<file path="src/rtl/pipe_skid_stage.sv">
// Elastic pipeline stage with a one-word skid slot.
// out_data comes straight from the main register, and in_ready/out_valid/count
// are decoded from the state register alone. That keeps any combinational path
// from out_ready to in_ready out of this stage.
//
//   state | meaning
//   ------+-------------------------------------------------
//   EMPTY | nothing held; out_valid=0, in_ready=1
//   ONE   | main holds the oldest word; skid unused
//   TWO   | main holds the oldest word, skid the next; in_ready=0
module pipe_skid_stage #(
    parameter int width = 16
) (
    input  logic             clk,
    input  logic             reset,
    input  logic             flush,
    input  logic             in_valid,
    input  logic [width-1:0] in_data,
    output logic             in_ready,
    output logic             out_valid,
    output logic [width-1:0] out_data,
    input  logic             out_ready,
    output logic [1:0]       count
);

    // Each state's encoding is also its occupancy, so count is the state register itself.
    typedef enum logic [1:0] {
        EMPTY = 2'd0,
        ONE   = 2'd1,
        TWO   = 2'd2
    } state_t;

    state_t           state;
    state_t           state_nxt;
    logic [width-1:0] main_q;
    logic [width-1:0] skid_q;
    logic             load_main;
    logic             main_from_skid;
    logic             load_skid;
    logic             in_fire;
    logic             out_fire;

    assign in_ready  = (state != TWO);
    assign out_valid = (state != EMPTY);
    assign out_data  = main_q;
    assign count     = state;
    assign in_fire   = in_valid & in_ready;
    assign out_fire  = out_valid & out_ready;

    // State register; reset wins over everything else.
    always_ff @(posedge clk) begin
        if (reset) begin
            state <= EMPTY;
        end else begin
            state <= state_nxt;
        end
    end

    // Next-state and load-enable decode.
    // A flush empties the stage and drops any word accepted in the same cycle.
    always_comb begin
        state_nxt      = state;
        load_main      = 1'b0;
        main_from_skid = 1'b0;
        load_skid      = 1'b0;
        if (flush) begin
            state_nxt = EMPTY;
        end else begin
            case (state)
                EMPTY: begin
                    if (in_fire) begin
                        state_nxt = ONE;
                        load_main = 1'b1;
                    end
                end
                ONE: begin
                    if (in_fire && out_fire) begin
                        load_main = 1'b1;
                    end else if (in_fire) begin
                        state_nxt = TWO;
                        load_skid = 1'b1;
                    end else if (out_fire) begin
                        state_nxt = EMPTY;
                    end
                end
                TWO: begin
                    if (out_fire) begin
                        state_nxt      = ONE;
                        load_main      = 1'b1;
                        main_from_skid = 1'b1;
                    end
                end
                default: begin
                    state_nxt = EMPTY;
                end
            endcase
        end
    end

    // Data registers. They are cleared on reset, and a flush leaves them untouched.
    always_ff @(posedge clk) begin
        if (reset) begin
            main_q <= '0;
            skid_q <= '0;
        end else begin
            if (load_main) begin
                main_q <= main_from_skid ? skid_q : in_data;
            end
            if (load_skid) begin
                skid_q <= in_data;
            end
        end
    end

endmodule

</file>
<file path="config.mk">
export PLATFORM = sky130hd
export DESIGN_NAME = pipe_skid_stage
export DESIGN_NICKNAME = d
export VERILOG_FILES = /design/src/rtl/pipe_skid_stage.sv
export SDC_FILE = /design/constraint.sdc
export NUM_CORES = 1
export LEC_CHECK = 0
export ABC_AREA = 1
export CAP_MARGIN = 20
export CORE_MARGIN = 2
export CORE_UTILIZATION = 44
export DETAILED_ROUTE_END_ITERATION = 8
export GPL_TIMING_DRIVEN = 0
export HOLD_SLACK_MARGIN = 0.02
export PLACE_DENSITY = 0.75
export SLEW_MARGIN = 20
export SYNTH_ARGS = -nofsm -noshare
export SYNTH_HDL_FRONTEND = slang
export SYNTH_SLANG_ARGS = --single-unit
</file>
<file path="constraint.sdc">
create_clock -name clk -period 1.2 [get_ports clk]
set_clock_uncertainty 0.15 [all_clocks]
set_input_delay 0.12 -clock clk [delete_from_list [all_inputs] [get_ports clk]]
set_output_delay 0.12 -clock clk [all_outputs]
set_load 0.01 [all_outputs]
</file>
==> results of run 1 <==
==> repair_timing <==
action                                  CTS  global route
gates cloned                              6             0
resized for setup                       114            52
setup buffers                            14             2
endpoints found under the setup margin   52            37
pin swaps                                28            13
==> kinds of logic (layout without fill, tap and decap cells) <==
| kind of cell | after synthesis | after routing | share of synthesized area (%) |
|---|---|---|---|
| AO/OA/AOI/OAI | 19 | 19 | 5.99 |
| flip-flops | 34 | 34 | 40.7 |
| buffers and inverters | 34 | 103 | 12.1 |
| AND/OR/NAND/NOR | 159 | 159 | 41.2 |
==> final cells by class <==
cell class	instances	area, sq um	area share, %
multi-input cells	178	1080	39.3
flip-flops and latches	34	688	24.9
repair buffers	62	617	22.4
plain buffers	10	116	4.22
inverters	23	101	3.67
clock buffers	7	86.3	3.13
well taps	48	60.1	2.18
clock inverters	1	5.00	0.181
==> per-layer routing <==
| metal | vias to the layer above | wire, um |
|---|---|---|
| met3 | 14 | 229 |
| met5 | - | 0 |
| met1 | 839 | 2060 |
| met4 | 0 | 128 |
| met2 | 55 | 2590 |
| li1 | 897 | - |
==> flip-flops by register name, summed over array words and instances, names as in the netlist <==
register and flops:
out_data 16, skid_q 16, count 2
==> worst max-delay path: cells and delay by family, from the launching register on <==
kind                   cells  cell delay, ps
and+or+nand+nor            5             420
DFF                        1             360
buffers and inverters      3             340
==> power by group <==
part / internal (mW) / switching (mW) / total, mW
sequential: 1.17 / 0.0263 / 1.20
combinational: 0.256 / 0.280 / 0.537
clock: 0.463 / 0.426 / 0.888
total: 1.89 / 0.732 / 2.63
==> how the worst max path moves through the flow <==
| stage | from | end | cells past startpoint |
|---|---|---|---|
| after floorplan | count[0] | out_data[10] | 9 |
| after global placement | out_ready | out_data[11] | 9 |
| after detailed placement | out_ready | out_data[6] | 9 |
| after CTS | count[0] | out_data[6] | 8 |
| after global routing | count[0] | out_data[1] | 9 |
| final | count[0] | out_data[10] | 8 |
==> metrics by stage <==
stage	setup slack, ps	total power, mW	TNS (ps)	hold WS, ps
after floorplan	-50.0	1.44	-934	38.7
after global placement	-570	1.64	-15090	312
after detailed placement	-587	1.64	-15970	324
after CTS	-159	2.56	-2910	46.3
after global routing	-252	2.72	-5630	78.7
final	-170	2.63	-3930	50.2
==> cell usage after synthesis (2+ instances only) <==
cell type | number | area share [%]
nor2_1 | 66 | 15
nand2_1 | 58 | 13
dfxtp_1 | 34 | 41
inv_1 | 19 | 4.3
nand3_1 | 17 | 5.1
o21ai_0 | 16 | 4.8
nand2_2 | 13 | 4.9
buf_6 | 7 | 4.7
inv_2 | 3 | 0.67
nand2_4 | 2 | 1.3
==> metrics.csv, run 1 <==
stage,metric,value,unit
floorplanning,Die Width,65.6,um
finish,ratio of cells with drive above 1 in the final layout,43.2,%
worst_setup_path,CP Max Fanout,7,
finish,final std cells w/o fill,363,
timing,Final WS setup,-170,ps
global_routing,first-pass GRT wire length,8.01,mm
logic_synthesis,"Net Count, Synth",267,
floorplanning,row cnt,22,
timing,max frequency,730,MHz
route,via count,1805,
floorplanning,Top-Level Pins,41,
timing,Final Hold Vio Count,0,
cts,H-tree depth,2,
timing,relative slew slack,79.0,%
floorplanning,full die area,4310,sq um
logic_synthesis,synth unique cells,21,
logic_synthesis,Post-Syn Instances,246,
cts,clock sinks,34,
placement,GPL Wtd Cong,0.825,
route,Iter 0 DRT Violations,90,
timing,RSZ-0062 raised after global routing,true,
pwr,maximum VDD drop,0.000515,V
floorplanning,Starting Density,45.6,%
worst_setup_path,startpoint type of the worst setup path,flip-flop,
worst_hold_path,Hold Crit Depth,2,
pwr,leak pwr,1.29,nW
global_routing,vias in the first global route,1746,
worst_setup_path,Setup Crit Path Kind,flip-flop to flip-flop,
logic_synthesis,Yosys Warn Count,0,
finish,final instance area,2760,sq um
finish,nets@finish,335,
worst_setup_path,CP arrival,1410,ps
placement,Final HPWL DP,2.67,mm
logic_synthesis,synthesized flop and latch total,34,
logic_synthesis,Post-synth ARST share,0,%
cts,Worst-Skew Late Latency,290,ps
placement,Placed Area,2150,sq um
worst_setup_path,r2r setup slk,-170,ps
finish,Fillers,270,
finish,"commonest cells after routing, fill and taps aside","nand2_1, nor2_1, nand2_2, dfxtp_1, buf_6",
cts,cts hold-fix bufs,0,
global_routing,GR Layer Usage met3,4.79,%
cts,CTS tree,built,
placement,Placed Cells,334,
pwr,PD cells,952,nW/um^2
logic_synthesis,Synth Flop Type,dfxtp_1,
worst_setup_path,start of the worst register-to-register path,count[0],
worst_setup_path,Critical-path top delay cell,dfxtp_4,
placement,port bufs,40,
worst_setup_path,R2R depth,8,
worst_setup_path,CP required,1240,ps
route,vias per cell,4.97,
timing,Slew Limit Fails,0,
finish,synth-to-layout area growth,65.2,%
finish,post-layout util,75.4,%
logic_synthesis,Mapped Avg Cell Area,6.79,sq um
route,First-pass DRT Iterations,4,
global_routing,gr usage total,24.7,%
logic_synthesis,Post-Syn Area,1670,sq um
global_routing,maximum number of pins on one net before global-route repair,11,
global_routing,GR peak layer,met2,
cts,total CTS buffers,5,
global_routing,antenna violations before repair,0,
timing,fin crit share,114,%
global_routing,GR Util met1,28.2,%
floorplanning,Die Y,65.6,um
cts,CTS max path bufs,2,
worst_setup_path,Slowest Stage Delay on Critical Path,360,ps
cts,"Reg clk slew, reported paths",70,ps
route,DRC,0,
global_routing,met2 Usage GRT,43.8,%
worst_hold_path,Worst Hold Launch,out_ready,
route,ANT nets after route,0,
worst_setup_path,CP Cell Sequence,inv_4 -> buf_6 -> nand2_4 -> nand2_4 -> nand3_4 -> buf_6 -> nor2_2 -> nor2_1,
worst_setup_path,Critical Path Sink Type,flip-flop,
timing,min Tclk post-route,1370,ps
cts,root buf cell,clkbuf_8,
finish,antenna cells,0,
timing,final setup fails,34,
timing,worst slew pin tran,315,ps
worst_hold_path,worst hold path class,primary input to flip-flop,
logic_synthesis,"Seq/Total Area, Yosys",40.7,%
route,Routed wire per std cell,13.8,um
worst_setup_path,FF-to-FF End,out_data[10],
logic_synthesis,"EDFF count, synth",0,
floorplanning,core area,3660,sq um
job,total of max-cap violations,0,
worst_hold_path,Hold EP,count[1],
status,failing checks,negative setup slack,
global_routing,global route overflow,0,
route,final WL,5.01,mm
finish,"most common cell after layout, fill and taps aside",nand2_1,
status,status,"finished, violations left",
Note: power is estimated with default switching activity, not from simulation.
==> run 2: changes to the inputs <==
- SETUP_SLACK_MARGIN: not set -> 0.3
- SLEW_MARGIN: 20 -> not set
==> run 2 against run 1 <==
Effect of this change: the run still ends with negative setup slack left; non-clock buffer count unchanged; setup slack better by 51 ps; sequential share of layout area up 1.7 points; via count down 5.5%; power down 4.2%; utilization down 2.8 points; critical path depth down 1; die area unchanged; fmax up 3.8%; worst hold slack better by 16 ps; global-route usage down 3.0 points; combinational power down 6.1%.
==> metrics.csv, run 2 (synthesis gave the netlist of run 1 again) <==
stage,metric,value,unit,change
pwr,maximum VDD drop,0.000475,V,-7.8%
cts,root buf cell,clkbuf_8,,
cts,Worst-Skew Late Latency,290,ps,about the same
timing,Slew Limit Fails,0,,unchanged
timing,fin crit share,110,%,-4.2 points
placement,Place WS,-585,ps,+2.91 ps
timing,Final Hold Vio Count,0,,unchanged
worst_setup_path,CP required,1230,ps,about the same
worst_setup_path,CP Max Fanout,10,,+3
worst_setup_path,Critical Path Sink Type,flip-flop,,
pwr,PD cells,947,nW/um^2,-0.52%
worst_hold_path,worst hold path class,primary input to flip-flop,,
cts,cts hold-fix bufs,0,,unchanged
route,Routed wire per std cell,11.9,um,-14%
timing,final setup fails,35,,+2.9%
floorplanning,Top-Level Pins,41,,unchanged
floorplanning,Starting Density,45.6,%,unchanged
job,total of max-cap violations,0,,unchanged
worst_setup_path,CP Cell Sequence,inv_4 -> nand2_2 -> nand2_4 -> nand3_4 -> buf_6 -> nor2_1 -> nor2_1,,
global_routing,first-pass GRT wire length,6.97,mm,-13%
worst_setup_path,most frequent CP cell,nor2_1,,
route,via count,1706,,-5.5%
worst_setup_path,Slowest Stage Delay on Critical Path,380,ps,+20 ps
floorplanning,row cnt,22,,unchanged
global_routing,global route overflow,0,,unchanged
route,final WL,4.30,mm,-14%
placement,port bufs,40,,unchanged
worst_setup_path,r2r setup slk,-120,ps,+50 ps
placement,GPL Wtd Cong,0.840,,+1.8%
finish,antenna cells,0,,unchanged
cts,clock sinks,34,,unchanged
finish,post-layout util,72.6,%,-2.8 points
placement,Placed Cells,334,,unchanged
finish,"most common cell after layout, fill and taps aside",nor2_1,,
route,vias per cell,4.71,,-5.2%
status,failing checks,negative setup slack,,
route,ANT nets after route,0,,unchanged
floorplanning,full die area,4310,sq um,unchanged
cts,"Reg clk slew, reported paths",70,ps,about the same
worst_setup_path,startpoint type of the worst setup path,flip-flop,,
global_routing,maximum number of pins on one net before global-route repair,11,,unchanged
timing,min Tclk post-route,1320,ps,-50.8 ps
pwr,leak pwr,1.22,nW,-5.5%
cts,CTS tree,built,,
global_routing,gr usage total,21.7,%,-3.0 points
finish,synth-to-layout area growth,59.0,%,
finish,"commonest cells after routing, fill and taps aside","nor2_1, nand2_1, buf_6",,
timing,Final WS setup,-119,ps,+50.8 ps
worst_setup_path,Setup Crit Path Kind,flip-flop to flip-flop,,
floorplanning,core area,3660,sq um,unchanged
finish,final std cells w/o fill,362,,-0.28%
finish,ratio of cells with drive above 1 in the final layout,41.4,%,-1.8 points
status,status,"finished, violations left",,
finish,Fillers,293,,+8.5%
worst_setup_path,CP arrival,1350,ps,-60 ps
cts,CTS max path bufs,2,,unchanged
timing,relative slew slack,82.7,%,+3.7 points
global_routing,vias in the first global route,1532,,-12%
timing,max frequency,758,MHz,+3.8%
timing,worst slew pin tran,260,ps,-55.7 ps
route,First-pass DRT Iterations,4,,unchanged
placement,Final HPWL DP,2.52,mm,-5.7%
cts,total CTS buffers,5,,unchanged
route,DRC,0,,unchanged
global_routing,antenna violations before repair,0,,unchanged
finish,nets@finish,335,,unchanged
cts,H-tree depth,2,,unchanged
route,Iter 0 DRT Violations,92,,+2.2%
floorplanning,Die Y,65.6,um,unchanged
timing,RSZ-0062 raised after global routing,true,,
worst_setup_path,Critical-path top delay cell,dfxtp_4,,
floorplanning,Die Width,65.6,um,unchanged
-- run 2: cell count changes in the layout (fill, tap and decap cells not counted), moves of 9 or more --
cell,before,now
nor2_1,36,57
dfxtp_1,32,16
dfxtp_2,0,16
dlygate4sd2_1,17,2
nor2_4,12,1
o21ai_1,0,11
buf_6,21,31
nand2_2,32,22
nor2_2,19,9
o21ai_2,14,5
-- run 2: area by class of cell --
cell class	count	area, sq um	area share (%)
plain buffers	11	123	4.62
repair buffers	61	639	24.1
well taps	48	60.1	2.26
flip-flops and latches	34	708	26.7
multi-input cells	178	951	35.8
inverters	23	98.8	3.72
clock buffers	7	76.3	2.87
-- run 2: repair_timing --
item | 4_1_cts | 5_1_grt
gates cloned | 3 | 1
gates resized for setup | 149 | 36
setup endpoints to repair | 54 | 54
setup buffers | 14 | 3
endpoints found under the hold margin | 0 | 0
pin swaps | 19 | 15
-- run 2: routing by layer --
layer | routed length [um] | up-vias | GRT usage, % | share of wire, %
met2 | 2150 | 44 | 34.3 | 50
met3 | 169 | 12 | 4.45 | 3.9
met4 | 136 | 0 | 14.6 | 3.2
met1 | 1840 | 754 | 26.5 | 43
li1 | - | 896 | - | -
met5 | 0 | - | 0 | 0
-- run 2: per-stage QoR --
stage	hold WS (ps)	total power [mW]	instance area, sq um	TNS (ps)
after detailed placement	321	1.64	2150	-15760
final	66.3	2.51	2660	-2810
after CTS	90.1	2.47	2510	-2180
after global routing	88.0	2.64	2660	-5020
after floorplan	38.7	1.44	1690	-1220
after global placement	312	1.64	2150	-15000
-- run 2: path summary, 6_finish.rpt --
path	from	to	cells past startpoint
hold reg to reg	skid_q[11]	skid_q[11]	2
setup reg to reg	count[1]	out_data[7]	7
hold / removal	out_ready	count[1]	2
setup / recovery	count[1]	out_data[7]	7
-- run 2: power by group --
group          leakage, nW  switching [mW]  internal [mW]
combinational        0.894           0.240          0.264
clock               0.0383           0.397          0.399
sequential           0.285          0.0323           1.18
total                 1.22           0.669           1.85
-- run 2: worst max-delay path, delay by kind of cell, from the launching register on --
kind / cells / cell delay [ps]
buffers and inverters: 2 / 250
DFF: 1 / 380
and+or+nand+nor: 5 / 420
